$ cat src/rtl/otter_ctrl_pkg.sv
// rtl/otter_ctrl_pkg.sv - shared PC-source and redirect-state types for the OTTER control path
package otter_ctrl_pkg;

    typedef enum logic [2:0] {
        PC_PLUS4 = 3'b000,
        JALR     = 3'b001,
        BRANCH   = 3'b010,
        JAL      = 3'b011,
        INTR     = 3'b100,
        MRET     = 3'b101
    } pc_src_t;

    typedef enum logic [1:0] {
        IDLE   = 2'd0,
        PEND   = 2'd1,
        BUBBLE = 2'd2
    } redir_state_t;

    // Only these sources are sequenced here; JAL/JALR resolve earlier in the pipe.
    function automatic logic is_redir_src(input logic [2:0] src);
        return (src == BRANCH) || (src == INTR) || (src == MRET);
    endfunction

endpackage

$ cat src/rtl/pc_redirect_ctrl_if.sv
// rtl/pc_redirect_ctrl_if.sv - EX-stage branch resolution in, PC mux/hold/flush controls out
interface pc_redirect_ctrl_if;
    logic        ex_valid;
    logic [31:0] ex_pc;
    logic        br_taken;
    logic [2:0]  br_src;
    logic [31:0] br_target;
    logic        icache_busy;
    logic [2:0]  pc_sel;
    logic [31:0] pc_target;
    logic        pc_hold;
    logic        flush;
    logic        intr_ack;
    logic        mepc_we;
    logic [31:0] mepc_val;

    modport master (
        output ex_valid, ex_pc, br_taken, br_src, br_target, icache_busy,
        input  pc_sel, pc_target, pc_hold, flush, intr_ack, mepc_we, mepc_val
    );

    modport slave (
        input  ex_valid, ex_pc, br_taken, br_src, br_target, icache_busy,
        output pc_sel, pc_target, pc_hold, flush, intr_ack, mepc_we, mepc_val
    );
endinterface

$ cat src/rtl/redir_sat_cnt.sv
// rtl/redir_sat_cnt.sv - saturating performance counter with synchronous clear priority
module redir_sat_cnt #(
    parameter int CNT_W = 16
) (
    input  logic             CLK,
    input  logic             RST_N,
    input  logic             inc,
    input  logic             clr,
    output logic [CNT_W-1:0] cnt
);

    localparam logic [CNT_W-1:0] ONE = CNT_W'(1);

    always_ff @(posedge CLK or negedge RST_N) begin
        if (!RST_N) begin
            cnt <= '0;
        end else if (clr) begin
            cnt <= '0;
        end else if (inc && (cnt != '1)) begin
            cnt <= cnt + ONE;
        end
    end

endmodule

$ cat src/rtl/pc_redirect_ctrl.sv
// rtl/pc_redirect_ctrl.sv - redirect sequencer: applies, defers or suppresses EX-stage PC redirects
module pc_redirect_ctrl
    import otter_ctrl_pkg::*;
#(
    parameter int FLUSH_CYCLES = 2,
    parameter int CNT_W        = 16
) (
    input  logic               CLK,
    input  logic               RST_N,
    pc_redirect_ctrl_if.slave  bus,
    input  logic               cnt_clr,
    output logic [CNT_W-1:0]   redir_cnt
);

    localparam redir_state_t AFTER_APPLY = (FLUSH_CYCLES > 1) ? BUBBLE : IDLE;
    localparam logic [2:0]   BUB_LOAD    = (FLUSH_CYCLES > 1) ? 3'(FLUSH_CYCLES - 2) : 3'd0;

    redir_state_t state_q, state_d;
    logic [2:0]   pend_src_q, pend_src_d;
    logic [31:0]  pend_tgt_q, pend_tgt_d;
    logic [2:0]   bub_q, bub_d;
    logic         accept;

    assign accept = (state_q == IDLE) && bus.ex_valid && bus.br_taken && is_redir_src(bus.br_src);

    always_ff @(posedge CLK or negedge RST_N) begin
        if (!RST_N) begin
            state_q    <= IDLE;
            pend_src_q <= '0;
            pend_tgt_q <= '0;
            bub_q      <= '0;
        end else begin
            state_q    <= state_d;
            pend_src_q <= pend_src_d;
            pend_tgt_q <= pend_tgt_d;
            bub_q      <= bub_d;
        end
    end

    always_comb begin
        state_d       = state_q;
        pend_src_d    = pend_src_q;
        pend_tgt_d    = pend_tgt_q;
        bub_d         = bub_q;
        bus.pc_sel    = PC_PLUS4;
        bus.pc_target = '0;
        bus.pc_hold   = bus.icache_busy;
        bus.flush     = 1'b0;
        bus.intr_ack  = 1'b0;
        bus.mepc_we   = 1'b0;
        bus.mepc_val  = '0;

        case (state_q)
            IDLE: begin
                if (accept) begin
                    bus.flush = 1'b1;
                    if (bus.br_src == INTR) begin
                        bus.intr_ack = 1'b1;
                        bus.mepc_we  = 1'b1;
                        bus.mepc_val = bus.ex_pc;
                    end
                    if (bus.icache_busy) begin
                        bus.pc_hold = 1'b1;
                        pend_src_d  = bus.br_src;
                        pend_tgt_d  = bus.br_target;
                        state_d     = PEND;
                    end else begin
                        bus.pc_sel    = bus.br_src;
                        bus.pc_target = bus.br_target;
                        bub_d         = BUB_LOAD;
                        state_d       = AFTER_APPLY;
                    end
                end
            end
            // Outputs here depend only on latched state and icache_busy, never on br_*.
            PEND: begin
                bus.pc_hold = 1'b1;
                bus.flush   = 1'b1;
                if (!bus.icache_busy) begin
                    bus.pc_sel    = pend_src_q;
                    bus.pc_target = pend_tgt_q;
                    bus.pc_hold   = 1'b0;
                    bub_d         = BUB_LOAD;
                    state_d       = AFTER_APPLY;
                end
            end
            BUBBLE: begin
                bus.flush = 1'b1;
                if (bub_q == 3'd0) begin
                    state_d = IDLE;
                end else begin
                    bub_d = bub_q - 3'd1;
                end
            end
            default: state_d = IDLE;
        endcase

        // Keep the combinational redirect path quiet while reset is held.
        if (!RST_N) begin
            bus.pc_sel    = PC_PLUS4;
            bus.pc_target = '0;
            bus.pc_hold   = 1'b0;
            bus.flush     = 1'b0;
            bus.intr_ack  = 1'b0;
            bus.mepc_we   = 1'b0;
            bus.mepc_val  = '0;
        end
    end

    redir_sat_cnt #(.CNT_W(CNT_W)) u_cnt (
        .CLK   (CLK),
        .RST_N (RST_N),
        .inc   (accept),
        .clr   (cnt_clr),
        .cnt   (redir_cnt)
    );

endmodule

$ cat src/flat_wrapper.sv
// flat-port wrapper written by rule: the top's interface ports become plain ports
module pc_redirect_ctrl_flat import otter_ctrl_pkg::*;
#(
    parameter int FLUSH_CYCLES = 2,
    parameter int CNT_W        = 16
)
  (CLK, RST_N, cnt_clr, redir_cnt, bus_ex_valid, bus_ex_pc, bus_br_taken, bus_br_src, bus_br_target, bus_icache_busy, bus_pc_sel, bus_pc_target, bus_pc_hold, bus_flush, bus_intr_ack, bus_mepc_we, bus_mepc_val);
  pc_redirect_ctrl_if bus_i ();
  input  logic CLK;
  input  logic RST_N;
  input  logic cnt_clr;
  output logic [CNT_W-1:0] redir_cnt;
  input wire logic [$bits(bus_i.ex_valid)-1:0] bus_ex_valid;
  input wire logic [$bits(bus_i.ex_pc)-1:0] bus_ex_pc;
  input wire logic [$bits(bus_i.br_taken)-1:0] bus_br_taken;
  input wire logic [$bits(bus_i.br_src)-1:0] bus_br_src;
  input wire logic [$bits(bus_i.br_target)-1:0] bus_br_target;
  input wire logic [$bits(bus_i.icache_busy)-1:0] bus_icache_busy;
  output wire logic [$bits(bus_i.pc_sel)-1:0] bus_pc_sel;
  output wire logic [$bits(bus_i.pc_target)-1:0] bus_pc_target;
  output wire logic [$bits(bus_i.pc_hold)-1:0] bus_pc_hold;
  output wire logic [$bits(bus_i.flush)-1:0] bus_flush;
  output wire logic [$bits(bus_i.intr_ack)-1:0] bus_intr_ack;
  output wire logic [$bits(bus_i.mepc_we)-1:0] bus_mepc_we;
  output wire logic [$bits(bus_i.mepc_val)-1:0] bus_mepc_val;
  assign bus_i.ex_valid = bus_ex_valid;
  assign bus_i.ex_pc = bus_ex_pc;
  assign bus_i.br_taken = bus_br_taken;
  assign bus_i.br_src = bus_br_src;
  assign bus_i.br_target = bus_br_target;
  assign bus_i.icache_busy = bus_icache_busy;
  assign bus_pc_sel = bus_i.pc_sel;
  assign bus_pc_target = bus_i.pc_target;
  assign bus_pc_hold = bus_i.pc_hold;
  assign bus_flush = bus_i.flush;
  assign bus_intr_ack = bus_i.intr_ack;
  assign bus_mepc_we = bus_i.mepc_we;
  assign bus_mepc_val = bus_i.mepc_val;
  pc_redirect_ctrl #(.FLUSH_CYCLES(FLUSH_CYCLES), .CNT_W(CNT_W)) u_core (.CLK(CLK), .RST_N(RST_N), .bus(bus_i), .cnt_clr(cnt_clr), .redir_cnt(redir_cnt));
endmodule
$ cat config.mk
export PLATFORM = sky130hd
export DESIGN_NAME = pc_redirect_ctrl_flat
export DESIGN_NICKNAME = d
export VERILOG_FILES = /design/src/rtl/otter_ctrl_pkg.sv /design/src/rtl/pc_redirect_ctrl_if.sv /design/src/rtl/redir_sat_cnt.sv /design/src/rtl/pc_redirect_ctrl.sv /design/src/flat_wrapper.sv
export SDC_FILE = /design/constraint.sdc
export NUM_CORES = 1
export LEC_CHECK = 0
export CORE_UTILIZATION = 35
export CTS_CLUSTER_SIZE = 12
export DETAILED_ROUTE_END_ITERATION = 7
export PLACE_DENSITY = 0.7
export SYNTH_ARGS = -nofsm -noshare
export SYNTH_HDL_FRONTEND = slang
export SYNTH_SLANG_ARGS = --single-unit
$ cat constraint.sdc
create_clock -name CLK -period 2.4 [get_ports CLK]
set_clock_uncertainty 0.05 [all_clocks]
set_input_delay 0.48 -clock CLK [delete_from_list [all_inputs] [get_ports CLK]]
set_output_delay 0.48 -clock CLK [all_outputs]
set_load 0.01 [all_outputs]
# Yosys cells after proc, flatten, opt, wreduce, memory -nomap -nowiden
# Cells that the tools add are included.
# word_totals
register_bits	56
output_inout_bits	87
in_bits	73
word_cells	67
# op_classes
add_sub_neg	2
n_eq_ne	10
n_reduce_logical	14
muxes	36
# op_table
cell	n
32-bit 2-to-1 mux	8
32-bit case mux with 2 select lines	1
16-bit 2-to-1 mux	2
3-bit 2-to-1 mux	7
16-bit by 1-bit adder with 16-bit output (second input constant)	1
16-bit inequality test (second input constant)	1
1-bit 2-to-1 mux	9
3-bit case mux with 3 select lines	1
3-bit AND reduction	3
2-bit 2-to-1 mux	4
3-bit equality test (second input constant)	2
2-bit inequality test (second input constant)	3
2-bit case mux with 3 select lines	1
3-bit case mux with 2 select lines	1
1-bit logical AND	4
1-bit case mux with 2 select lines	2
3-bit by 2-bit equality test with 1-bit output (second input constant)	1
3-bit zero test	1
3-bit nonzero test	1
3-bit by 1-bit subtractor with 3-bit output (second input constant)	1
2-bit by 1-bit equality test with 1-bit output (second input constant)	1
2-bit equality test (second input constant)	1
2-bit zero test	1
1-bit logical OR	2
3 further kinds	3

# Longest topological paths before layout
# Gate-level depths: netlist of the first run.
# depth
depth_word	7
ltp_mapped	8

# Modules after synthesis
# Synthesis of the first run repeated with hierarchy kept, for this count alone.
# unflattened
hier_cells	301
hier_area_um2	3423.3
# modules_own_cells
module	area_per_inst_um2	cells_each	seq_area_each_um2	instances
pc_redirect_ctrl	2481.1	203	1001.0	1
redir_sat_cnt	942.2	98	400.4	1

# Least setup slack after synthesis of the first run
# Ideal clock, no wire load.
# synth_timing
path_kind	register -> output
start	register u_core.state_q[0]
end	output bus_mepc_val[22]
path_stages_with_launch	7
t_required_ns	1.870
arrival_time_ns	1.783
slack_ns	0.087
n_path_buf	1
cell_sequence	dfrtp_1 inv_1 ha_1 nand3_1 nor3_1 clkbuf_1 and2_1
# synth_via
elab_chain_cells	7
# synth_rtl
element	line	rtl
start, declared	pc_redirect_ctrl.sv:18	redir_state_t state_q, state_d;
start signal, assigned	pc_redirect_ctrl.sv:33	state_q <= state_d;
2-bit zero test (*)	pc_redirect_ctrl.sv:24, pc_redirect_ctrl.sv:53	
1-bit logical AND (3 in a row)	pc_redirect_ctrl.sv:24	assign accept = (state_q == IDLE) && bus.ex_valid && bus.br_taken && is_redir_src(bus.br_src);
32-bit 2-to-1 mux	pc_redirect_ctrl.sv:55	if (accept) begin
32-bit 2-to-1 mux (*)	pc_redirect_ctrl.sv:53	case (state_q)
32-bit 2-to-1 mux (*)	pc_redirect_ctrl.sv:99	if (!RST_N) begin
end, declared	flat_wrapper.sv:25	output wire logic [$bits(bus_i.mepc_val)-1:0] bus_mepc_val;
# Mark *: on every way between the ends. The rest lies on a longest branch, timed or not.

# Worst setup path in the final report of the first run
# layout_timing
start	register u_core.state_q[0]
end	output bus_mepc_val[10]
# The elaborated chain is that of the path after synthesis.

==> flow_metrics.py, run 1 <==
metrics = {
    "die": {
        "coreArea_sq_um": 9370,
        "dieWidth_microns": 101,
        "dieArea_sq_um": 10200,
        "num_io_pins": 160,
        "die_h_microns": 101,
        "rows": 35,
        "start_util_pct": 36.7,
    },
    "sta": {
        "maxSlewHeadroom_pct": 59.9,
        "hold_violations": 0,
        "hold-worst-slack_ns": 0.0594,
        "tightest_slew_ns": 0.600,
        "fin_crit_sh_pct": 106,
        "finalSetupViolations": 61,
        "slew_viol_final": 0,
        "fin_ws_ns": -0.151,
        "rsz0062_at_grt": "yes",
        "max_freq_mhz": 392,
        "min_period_ns": 2.55,
    },
    "cells_and_area": {
        "nFillCells": 789,
        "final_common_cell": "clkdlybuf4s50_1",
        "nets": 639,
        "final_cells": 690,
        "layout_common_cells": "clkdlybuf4s50_1 (82), dfrtp_1 (56), buf_2 (54), nor2_1 (42), mux2_2 (40)",
        "drive_gt1_share_pct": 43.2,
        "syn2layout_area_growth_pct": 73.2,
    },
    "global_routing": {
        "grt_pass1_wl_microns": 17700,
        "antenna_found_initial": 1,
        "grt_pass1_vias": 3658,
        "grt.overflow.total": 0,
        "grt_max_degree": 45,
        "grtUsageTotal_pct": 22.5,
    },
    "clocking": {
        "cts_buffers": 5,
        "cts_root_buf": "clkbuf_8",
        "insertion_delay_ns": 0.32,
        "cts_tree": "built",
        "clock-sinks": 56,
        "htreeDepth": 2,
        "cts_max_path_buffers": 2,
        "path_clk_slew_ns": 0.11,
    },
    "synth": {
        "synthXorXnorAreaFrac_pct": 0,
        "syn_nets": 434,
        "ys.flop_type": "dfrtp_1",
        "yosysSeqAreaShare_pct": 40.7,
        "yosysUniqueCellTypes": 45,
        "synth_edf_count": 0,
        "synth-seq-cells": 56,
        "synth_area_per_cell_sq_um": 9.72,
        "synth-simple-area-share_pct": 23.0,
        "synth_top_family_by_area": "simple AND/OR/NAND/NOR gates",
        "async_flop_share_pct": 100,
        "ys_warn_count": 0,
        "synthCells": 354,
        "synth_area_sq_um": 3440,
        "synth_compound_area_share_pct": 15.9,
        "synthMuxAreaShare_pct": 13.1,
        "synth_fa_ha_area_share_pct": 2.54,
    },
    "min_path": {
        "worstHoldPathType": "input pin to async pin",
    },
    "drt": {
        "first_pass_iters": 5,
        "wl_per_cell_microns": 17.1,
        "drt_iter0_drc": 118,
        "via_count": 3604,
        "ant_nets": 0,
        "post-route-drc-count": 0,
        "via_per_inst": 5.22,
        "wl_microns": 11800,
    },
    "critical_path": {
        "cp_max_fo": 4,
        "worstSetupStartpointType": "flop",
        "cp.arrival_ns": 2.02,
        "worstPathRequired_ns": 1.87,
        "cp-end-kind": "primary output",
        "critical_path_class": "flop to primary output",
    },
    "place": {
        "post-place-cells": 649,
        "io_buffers": 159,
        "gp_congestion": 0.853,
        "place.detailed.hpwl_microns": 7740,
    },
    "power": {
        "peakVddDrop_mv": 0.335,
        "leakage_uw": 0.00261,
        "power_density_nw_per_um2": 586,
    },
    "run": {
        "drv_cap": 0,
    },
    "status": {
        "violations": "setup timing",
        "status": "complete, but fails checks",
    },
}
power by group:
group / leakage [uW] / internal (uW) / switching, uW
Sequential: 0.000712 / 1270 / 219
Combinational: 0.00186 / 835 / 618
Clock: 0.0000452 / 214 / 344
state kept, by name, summed over array words and instances (netlist names):
signal,cells
u_core.pend_tgt_q,32
u_core.u_cnt.cnt,16
u_core.bub_q,3
u_core.pend_src_q,3
u_core.state_q,2
worst paths after layout:
kind,to,from,slack (ns),cells past startpoint
setup / recovery,bus_mepc_val[10],u_core.state_q[0]$_DFFE_PN0P_,-0.15,11
hold / removal,u_core.u_cnt.cnt[4]$_DFFE_PN0P_,RST_N,0.06,2
setup reg to reg,u_core.u_cnt.cnt[12]$_DFFE_PN0P_,u_core.state_q[0]$_DFFE_PN0P_,0.15,9
hold reg to reg,u_core.pend_tgt_q[25]$_DFFE_PN0P_,u_core.pend_tgt_q[25]$_DFFE_PN0P_,0.47,1
max in group asynchronous,u_core.pend_src_q[0]$_DFFE_PN0P_,RST_N,1.47,3
min in group CLK,u_core.pend_src_q[2]$_DFFE_PN0P_,bus_br_src[1],0.39,2
through the flow:
stage | utilization, % | total power (uW) | setup WS (ns) | TNS, ns | cell area (sq um)
global route | 63.6 | 3710 | -0.268 | -11.22 | 5960
finish | 63.6 | 3500 | -0.151 | -3.43 | 5960
global placement | 57.5 | 2530 | -0.883 | -51.05 | 5390
CTS | 61.1 | 3360 | -0.195 | -5.77 | 5730
detailed placement | 57.5 | 2590 | -0.947 | -52.80 | 5390
floorplan | - | 2050 | 0.0871 | 0 | 3440
synthesized netlist by cell type (all sizes together) (3+ instances only):
cell type	number	area, sq um
nand2b	4	25.0
nor2	44	165
nand2	11	41.3
nor4	7	43.8
nor2b	7	43.8
nor3	4	20.0
o31ai	9	67.6
or4	8	60.1
clkbuf	13	48.8
buf	11	85.1
nand4	3	25.0
a21oi	13	65.1
o21ai	6	33.8
and2	34	213
a211o	3	26.3
nand3	10	50.1
ha	7	87.6
a22oi	34	255
dfrtp	56	1400
inv	8	30.0
mux2	40	450
cells by family (layout without fill, tap and decap cells):
logic type,Yosys count,count (layout)
fa+ha+maj,7,7
mux,40,40
buf+inv,32,238
compound gates,76,76
other cells,0,1
simple gates,143,143
flops,56,56
layer usage:
metal | vias up | GRT usage (%) | routed length, microns
met2 | 127 | 42.8 | 6410
li1 | 1704 | - | -
met4 | 0 | 6.91 | 204
met1 | 1759 | 25.8 | 4620
met5 | - | 0 | 0
met3 | 14 | 3.17 | 540
final cells by class:
class / instances / area, sq um / share of cell area (%)
Clock inverter: 3 / 25.0 / 0.420
Antenna cell: 1 / 2.50 / 0.0420
Tap cell: 129 / 161 / 2.71
Multi-Input combinational cell: 266 / 2150 / 36.0
Sequential cell: 56 / 1400 / 23.5
Clock buffer: 5 / 68.8 / 1.15
Inverter: 8 / 30.0 / 0.504
Timing Repair Buffer: 222 / 2130 / 35.7
critical path, stage by stage (launching register included):
cell	delay (ns)
dfrtp_1	0.40
inv_2	0.08
ha_4	0.18
nand3_4	0.10
buf_6	0.13
nor3_4	0.14
buf_6	0.14
buf_12	0.10
buf_8	0.10
buf_6	0.09
and2_4	0.13
buf_6	0.09
timing repair:
item                                    4_1_cts  5_1_grt
endpoints found under the setup margin       70       71
gates cloned                                  8        1
buffers inserted                             20       11
gates resized for setup                     351       53
pin swaps                                    19       27
hold buffers                                  0        0
Power figures use the tool's default switching activity.
==> inputs of run 2 (changes only) <==
Settings changed: CELL_PAD_IN_SITES_DETAIL_PLACEMENT set to 1, CELL_PAD_IN_SITES_GLOBAL_PLACEMENT set to 2, CORE_UTILIZATION 35 to 24, PLACE_DENSITY 0.7 to not set, PLACE_DENSITY_LB_ADDON set to 0.1.
==> run 2 against run 1 <==
  * The flow still finishes with violations (setup timing)
  * Highest routed layer unchanged
  * Final area rose by 1.6%
  * Clock power rose by 35%
  * Largest cell class unchanged
  * Critical endpoint is now bus_mepc_val[1]
  * Sequential cell count did not move
  * First-iteration DRC count fell by 16%
==> flow_metrics.py, run 2 (synthesized netlist as in run 1, its figures left out) <==
metrics = {
    "sta": {
        "finalSetupTns_ns": -8.34,
        "min_period_ns": 2.58,
        "max_freq_mhz": 388,
        "fin_ws_ns": -0.180,
        "finalSetupViolations": 69,
        "tightest_slew_ns": 0.620,
        "slew_viol_final": 0,
        "rsz0062_at_grt": "yes",
        "fin_crit_sh_pct": 108,
        "hold-worst-slack_ns": 0.148,
        "hold_violations": 0,
        "maxSlewHeadroom_pct": 58.5,
    },
    "status": {
        "violations": "setup timing",
        "status": "complete, but fails checks",
    },
    "critical_path": {
        "rrSetupSlack_ns": 0.32,
        "cp_max_fo": 10,
        "slowest_delay_ns": 0.40,
        "path_common_cell": "buf_6",
        "worstSetupEndpoint": "bus_mepc_val[1]",
        "worstPathRequired_ns": 1.87,
        "cp.arrival_ns": 2.05,
        "crit_chain": "inv_2 > ha_4 > buf_6 > nand3_4 > buf_6 > nor3_4 > buf_6 > buf_4 > and2_1 > buf_2",
        "cp_top_family": "buffers and inverters",
        "reg2reg_from": "u_core.state_q[0]$_DFFE_PN0P_",
        "critPathSlowestCell": "dfrtp_1",
        "cp-end-kind": "primary output",
        "critical_path_buf_inv_count": 6,
        "reg2reg_depth": 8,
        "critical_path_class": "flop to primary output",
        "worstSetupStartpointType": "flop",
        "regToRegEndpoint": "u_core.u_cnt.cnt[15]$_DFFE_PN0P_",
        "worst-path-stages": 10,
        "cp-startpoint": "u_core.state_q[0]$_DFFE_PN0P_",
    },
    "power": {
        "leakage_uw": 0.00263,
        "peakVddDrop_mv": 0.289,
        "p_total_uw": 3770,
        "power_density_nw_per_um2": 622,
    },
    "die": {
        "start_util_pct": 24.7,
        "dieWidth_microns": 122,
        "num_io_pins": 160,
        "dieArea_sq_um": 14800,
        "rows": 43,
        "coreArea_sq_um": 13900,
        "die_h_microns": 122,
    },
    "cells_and_area": {
        "antenna_cells": 0,
        "top_register": "u_core.pend_tgt_q",
        "drive_gt1_share_pct": 43.9,
        "nets": 646,
        "final_util_pct": 43.5,
        "layout_common_cells": "clkdlybuf4s50_1 (82), buf_2 (64), dfrtp_1 (56), buf_4 (47), nor2_1 (43)",
        "final_cells": 747,
        "top_regs": "u_core.pend_tgt_q x32, u_core.u_cnt.cnt x16",
        "final_common_cell": "clkdlybuf4s50_1",
        "syn2layout_area_growth_pct": 75.9,
        "largest_reg_flops": 32,
    },
    "min_path": {
        "worstHoldPathType": "input pin to async pin",
    },
    "global_routing": {
        "grt_max_degree": 37,
        "grt.overflow.total": 0,
        "grt_pass1_wl_microns": 20400,
        "antenna_found_initial": 0,
        "grtUsageTotal_pct": 17.7,
        "grt_pass1_vias": 3904,
    },
    "clocking": {
        "hold_buffers": 0,
        "clock-sinks": 56,
        "htreeDepth": 2,
        "cts_buffers": 5,
        "insertion_delay_ns": 0.30,
        "cts_root_buf": "clkbuf_16",
        "cts_max_path_buffers": 2,
        "path_clk_slew_ns": 0.08,
        "cts_tree": "built",
    },
    "place": {
        "gp_congestion": 0.772,
        "place.detailed.hpwl_microns": 8590,
        "io_buffers": 159,
        "post-place-cells": 708,
    },
    "drt": {
        "post-route-drc-count": 0,
        "via_count": 3622,
        "drt_iter0_drc": 99,
        "wl_microns": 12800,
        "ant_nets": 0,
        "via_per_inst": 4.85,
        "wl_per_cell_microns": 17.2,
        "first_pass_iters": 4,
    },
    "run": {
        "drv_cap": 0,
    },
}
==> run 2: cell count changes in the layout (fill, tap and decap cells not counted), moves of 15 or more <==
cell,before,now
buf_4,32,47
a22oi_2,17,32
a22oi_1,17,2
buf_6,32,16
and2_4,19,4
and2_1,15,30
==> run 2: repair_timing <==
item / CTS / global route
pin swaps: 11 / 36
buffers inserted: 25 / 7
gates resized for setup: 330 / 46
hold endpoints to repair: 0 / 0
setup endpoints to repair: 71 / 71
cloned: 7 / 0
==> run 2: final cells by class <==
cell class | instances | area, sq um
multi-input cells | 266 | 2200
repair buffers | 229 | 2050
well taps | 180 | 225
inverters | 8 | 30.0
clock buffers | 5 | 125
clock inverters | 3 | 23.8
flip-flops and latches | 56 | 1400
fillers | 1578 | 7880
==> run 2: per-layer routing <==
metal	vias up	wire (microns)	global-route usage, %
met5	-	0	0
met4	0	108	4.55
met3	8	712	3.51
met2	109	6470	30.8
met1	1791	5540	22.3
li1	1714	-	-
==> run 2: how the worst min path moves through the flow <==
stage	start	to	slack [ns]	cells past startpoint
after global routing	RST_N	u_core.state_q[0]$_DFFE_PN0P_	0.15	2
final	RST_N	u_core.state_q[0]$_DFFE_PN0P_	0.15	2
after floorplan	RST_N	u_core.bub_q[0]$_DFFE_PN0P_	0.13	0
after CTS	RST_N	u_core.state_q[0]$_DFFE_PN0P_	0.13	2
after global placement	u_core.pend_src_q[2]$_DFFE_PN0P_	u_core.pend_src_q[2]$_DFFE_PN0P_	0.42	2
after detailed placement	u_core.pend_src_q[2]$_DFFE_PN0P_	u_core.pend_src_q[2]$_DFFE_PN0P_	0.43	2
==> run 2: power breakdown <==
part	internal, uW	switching (uW)	total [uW]
logic	881	653	1530
registers	1270	215	1480
clock network	390	361	751
total	2540	1230	3770
==> run 2: metrics by stage <==
step | instance area [sq um] | setup WS (ns)
floorplan | 3440 | 0.0871
global placement | 5530 | -0.813
detailed placement | 5530 | -0.872
CTS | 5890 | -0.219
global route | 6060 | -0.277
finish | 6060 | -0.180
==> inputs of run 3 (changes only) <==
Settings changed: CTS_BUF_LIST set to sky130_fd_sc_hd__clkbuf_4, SLEW_MARGIN set to 30.
==> run 3 against run 2 <==
  * The run still ends with setup timing left
  * Critical path depth rose by 1
  * Global-route usage rose by 0.65 points
  * Die area did not move
  * Sequential cell count did not move
  * Combinational power rose by 3%
  * Cell count rose by 1.3%
  * Non-clock buffer count rose by 10
  * Sequential power barely moved
  * Sequential share of layout area fell by 1.1 points
  * Hold slack got worse by 0.13 ns
  * Register-to-register slack got worse by 0.10 ns
  * Largest cell class is now non-clock buffers
==> flow_metrics.py, run 3 (synthesized netlist as in run 1, its figures left out) <==
metrics = {
    "run": {
        "drv_cap": 0,
    },
    "cells_and_area": {
        "antenna_cells": 0,
        "nFillCells": 1543,
        "final_common_cell": "clkdlybuf4s50_1",
        "top_register": "u_core.pend_tgt_q",
        "drive_gt1_share_pct": 47.8,
        "nets": 656,
        "syn2layout_area_growth_pct": 84.4,
        "final_cells": 757,
        "largest_reg_flops": 32,
        "final_util_pct": 45.5,
        "layout_common_cells": "clkdlybuf4s50_1 (84), dfrtp_1 (56), nor2_1 (44), buf_2 (44), buf_6 (44)",
        "top_regs": "u_core.pend_tgt_q x32, u_core.u_cnt.cnt x16",
    },
    "critical_path": {
        "crit_chain": "inv_2 > ha_4 > nand3_4 > buf_6 > nor3_4 > buf_6 > buf_12 > buf_16 > buf_6 > and2_4 > buf_6",
        "critical_path_class": "flop to primary output",
        "critPathSlowestCell": "dfrtp_1",
        "worstPathRequired_ns": 1.87,
        "cp.arrival_ns": 2.21,
        "slowest_delay_ns": 0.42,
        "cp_max_fo": 6,
        "cp-end-kind": "primary output",
        "path_common_cell": "buf_6",
        "worstSetupStartpointType": "flop",
    },
    "clocking": {
        "cts_buffers": 5,
        "insertion_delay_ns": 0.41,
        "cts_tree": "built",
        "cts_root_buf": "clkbuf_4",
        "clock-sinks": 56,
        "path_clk_slew_ns": 0.18,
        "cts_max_path_buffers": 2,
        "htreeDepth": 2,
    },
    "sta": {
        "maxSlewHeadroom_pct": 59.2,
        "finalSetupTns_ns": -15.04,
        "rsz0062_at_grt": "yes",
        "tightest_slew_ns": 0.611,
        "min_period_ns": 2.74,
        "max_freq_mhz": 364,
        "fin_ws_ns": -0.344,
        "finalSetupViolations": 70,
        "hold_violations": 0,
        "fin_crit_sh_pct": 114,
        "slew_viol_final": 0,
    },
    "drt": {
        "drt_iter0_drc": 96,
        "wl_microns": 13200,
        "via_per_inst": 4.81,
        "via_count": 3638,
        "post-route-drc-count": 0,
        "first_pass_iters": 4,
        "ant_nets": 0,
        "wl_per_cell_microns": 17.4,
    },
    "power": {
        "leakage_uw": 0.00273,
        "peakVddDrop_mv": 0.205,
        "power_density_nw_per_um2": 552,
    },
    "global_routing": {
        "antenna_found_initial": 0,
        "grt_max_degree": 37,
        "grtUsageTotal_pct": 18.4,
        "grt.overflow.total": 0,
        "grt_pass1_vias": 4032,
        "grt_pass1_wl_microns": 21200,
    },
    "status": {
        "status": "complete, but fails checks",
        "violations": "setup timing",
    },
    "place": {
        "gp_congestion": 0.772,
        "io_buffers": 159,
        "place.detailed.hpwl_microns": 8590,
        "post-place-cells": 708,
        "post-place-ws_ns": -0.872,
    },
    "die": {
        "start_util_pct": 24.7,
        "num_io_pins": 160,
        "dieArea_sq_um": 14800,
        "coreArea_sq_um": 13900,
        "rows": 43,
        "dieWidth_microns": 122,
        "die_h_microns": 122,
    },
    "min_path": {
        "worstHoldPathType": "input pin to async pin",
    },
}
==> run 3: cell count changes in the layout (fill, tap and decap cells not counted), moves of 20 or more <==
cell and change:
buf_2 -20, buf_6 +28, and2_4 +21, and2_1 -21
==> run 3: metal layers <==
metal | track usage [%] | vias up | routed length (microns)
met5 | 0 | - | 0
met4 | 3.78 | 0 | 137
met3 | 4.03 | 11 | 815
met2 | 32.7 | 116 | 6650
met1 | 22.5 | 1781 | 5590
li1 | - | 1730 | -
==> run 3: metrics by stage <==
stage | power, uW | hold slack (ns) | cell area (sq um)
floorplan | 2050 | 0.134 | 3440
global placement | 2580 | 0.421 | 5530
detailed placement | 2630 | 0.428 | 5530
CTS | 3470 | 0.0153 | 6270
global route | 3730 | 0.0205 | 6350
finish | 3500 | 0.0148 | 6350
==> run 3: layout make-up <==
class / count / area (sq um) / area share [%]
Timing Repair Buffer: 239 / 2390 / 37.6
Sequential cell: 56 / 1400 / 22.1
Tap cell: 180 / 225 / 3.55
Clock inverter: 3 / 23.8 / 0.375
Clock buffer: 5 / 37.5 / 0.591
Inverter: 8 / 30.0 / 0.473
Multi-Input combinational cell: 266 / 2240 / 35.3
==> run 3: path summary, 6_finish.rpt <==
check / startpoint / endpoint / slack, ns / cells after the start
worst max-delay path: u_core.state_q[0]$_DFFE_PN0P_ / bus_mepc_val[6] / -0.34 / 11
worst min-delay path: RST_N / u_core.u_cnt.cnt[8]$_DFFE_PN0P_ / 0.01 / 2
worst max register to register: u_core.state_q[0]$_DFFE_PN0P_ / u_core.u_cnt.cnt[7]$_DFFE_PN0P_ / 0.22 / 9
worst min register to register: u_core.pend_src_q[2]$_DFFE_PN0P_ / u_core.pend_src_q[2]$_DFFE_PN0P_ / 0.46 / 2
max in group asynchronous: RST_N / u_core.state_q[1]$_DFFE_PN0P_ / 1.58 / 3
min in group CLK: u_core.pend_src_q[2]$_DFFE_PN0P_ / u_core.pend_src_q[2]$_DFFE_PN0P_ / 0.46 / 2
==> run 3: power by group <==
| group | leakage, uW | switching [uW] | internal [uW] |
|---|---|---|---|
| Sequential | 0.000712 | 215 | 1260 |
| Combinational | 0.00199 | 653 | 924 |
| Clock | 0.0000274 | 332 | 116 |
| Total | 0.00273 | 1200 | 2300 |
==> run 3: repair_timing <==
| action | 4_1_cts | 5_1_grt |
|---|---|---|
| gates cloned | 11 | 0 |
| endpoints found under the setup margin | 71 | 71 |
| buffers inserted | 35 | 5 |
| hold endpoints to repair | 2 | 0 |
| hold buffers | 1 | 0 |
| pin swaps | 27 | 29 |
| gates resized for setup | 390 | 32 |
==> run 3: worst max-delay path: cells and delay by family (launching register included) <==
kind          cells  cell delay, ns
flops             1            0.42
buf+inv           7            0.77
simple gates      3            0.45
fa+ha+maj         1            0.16
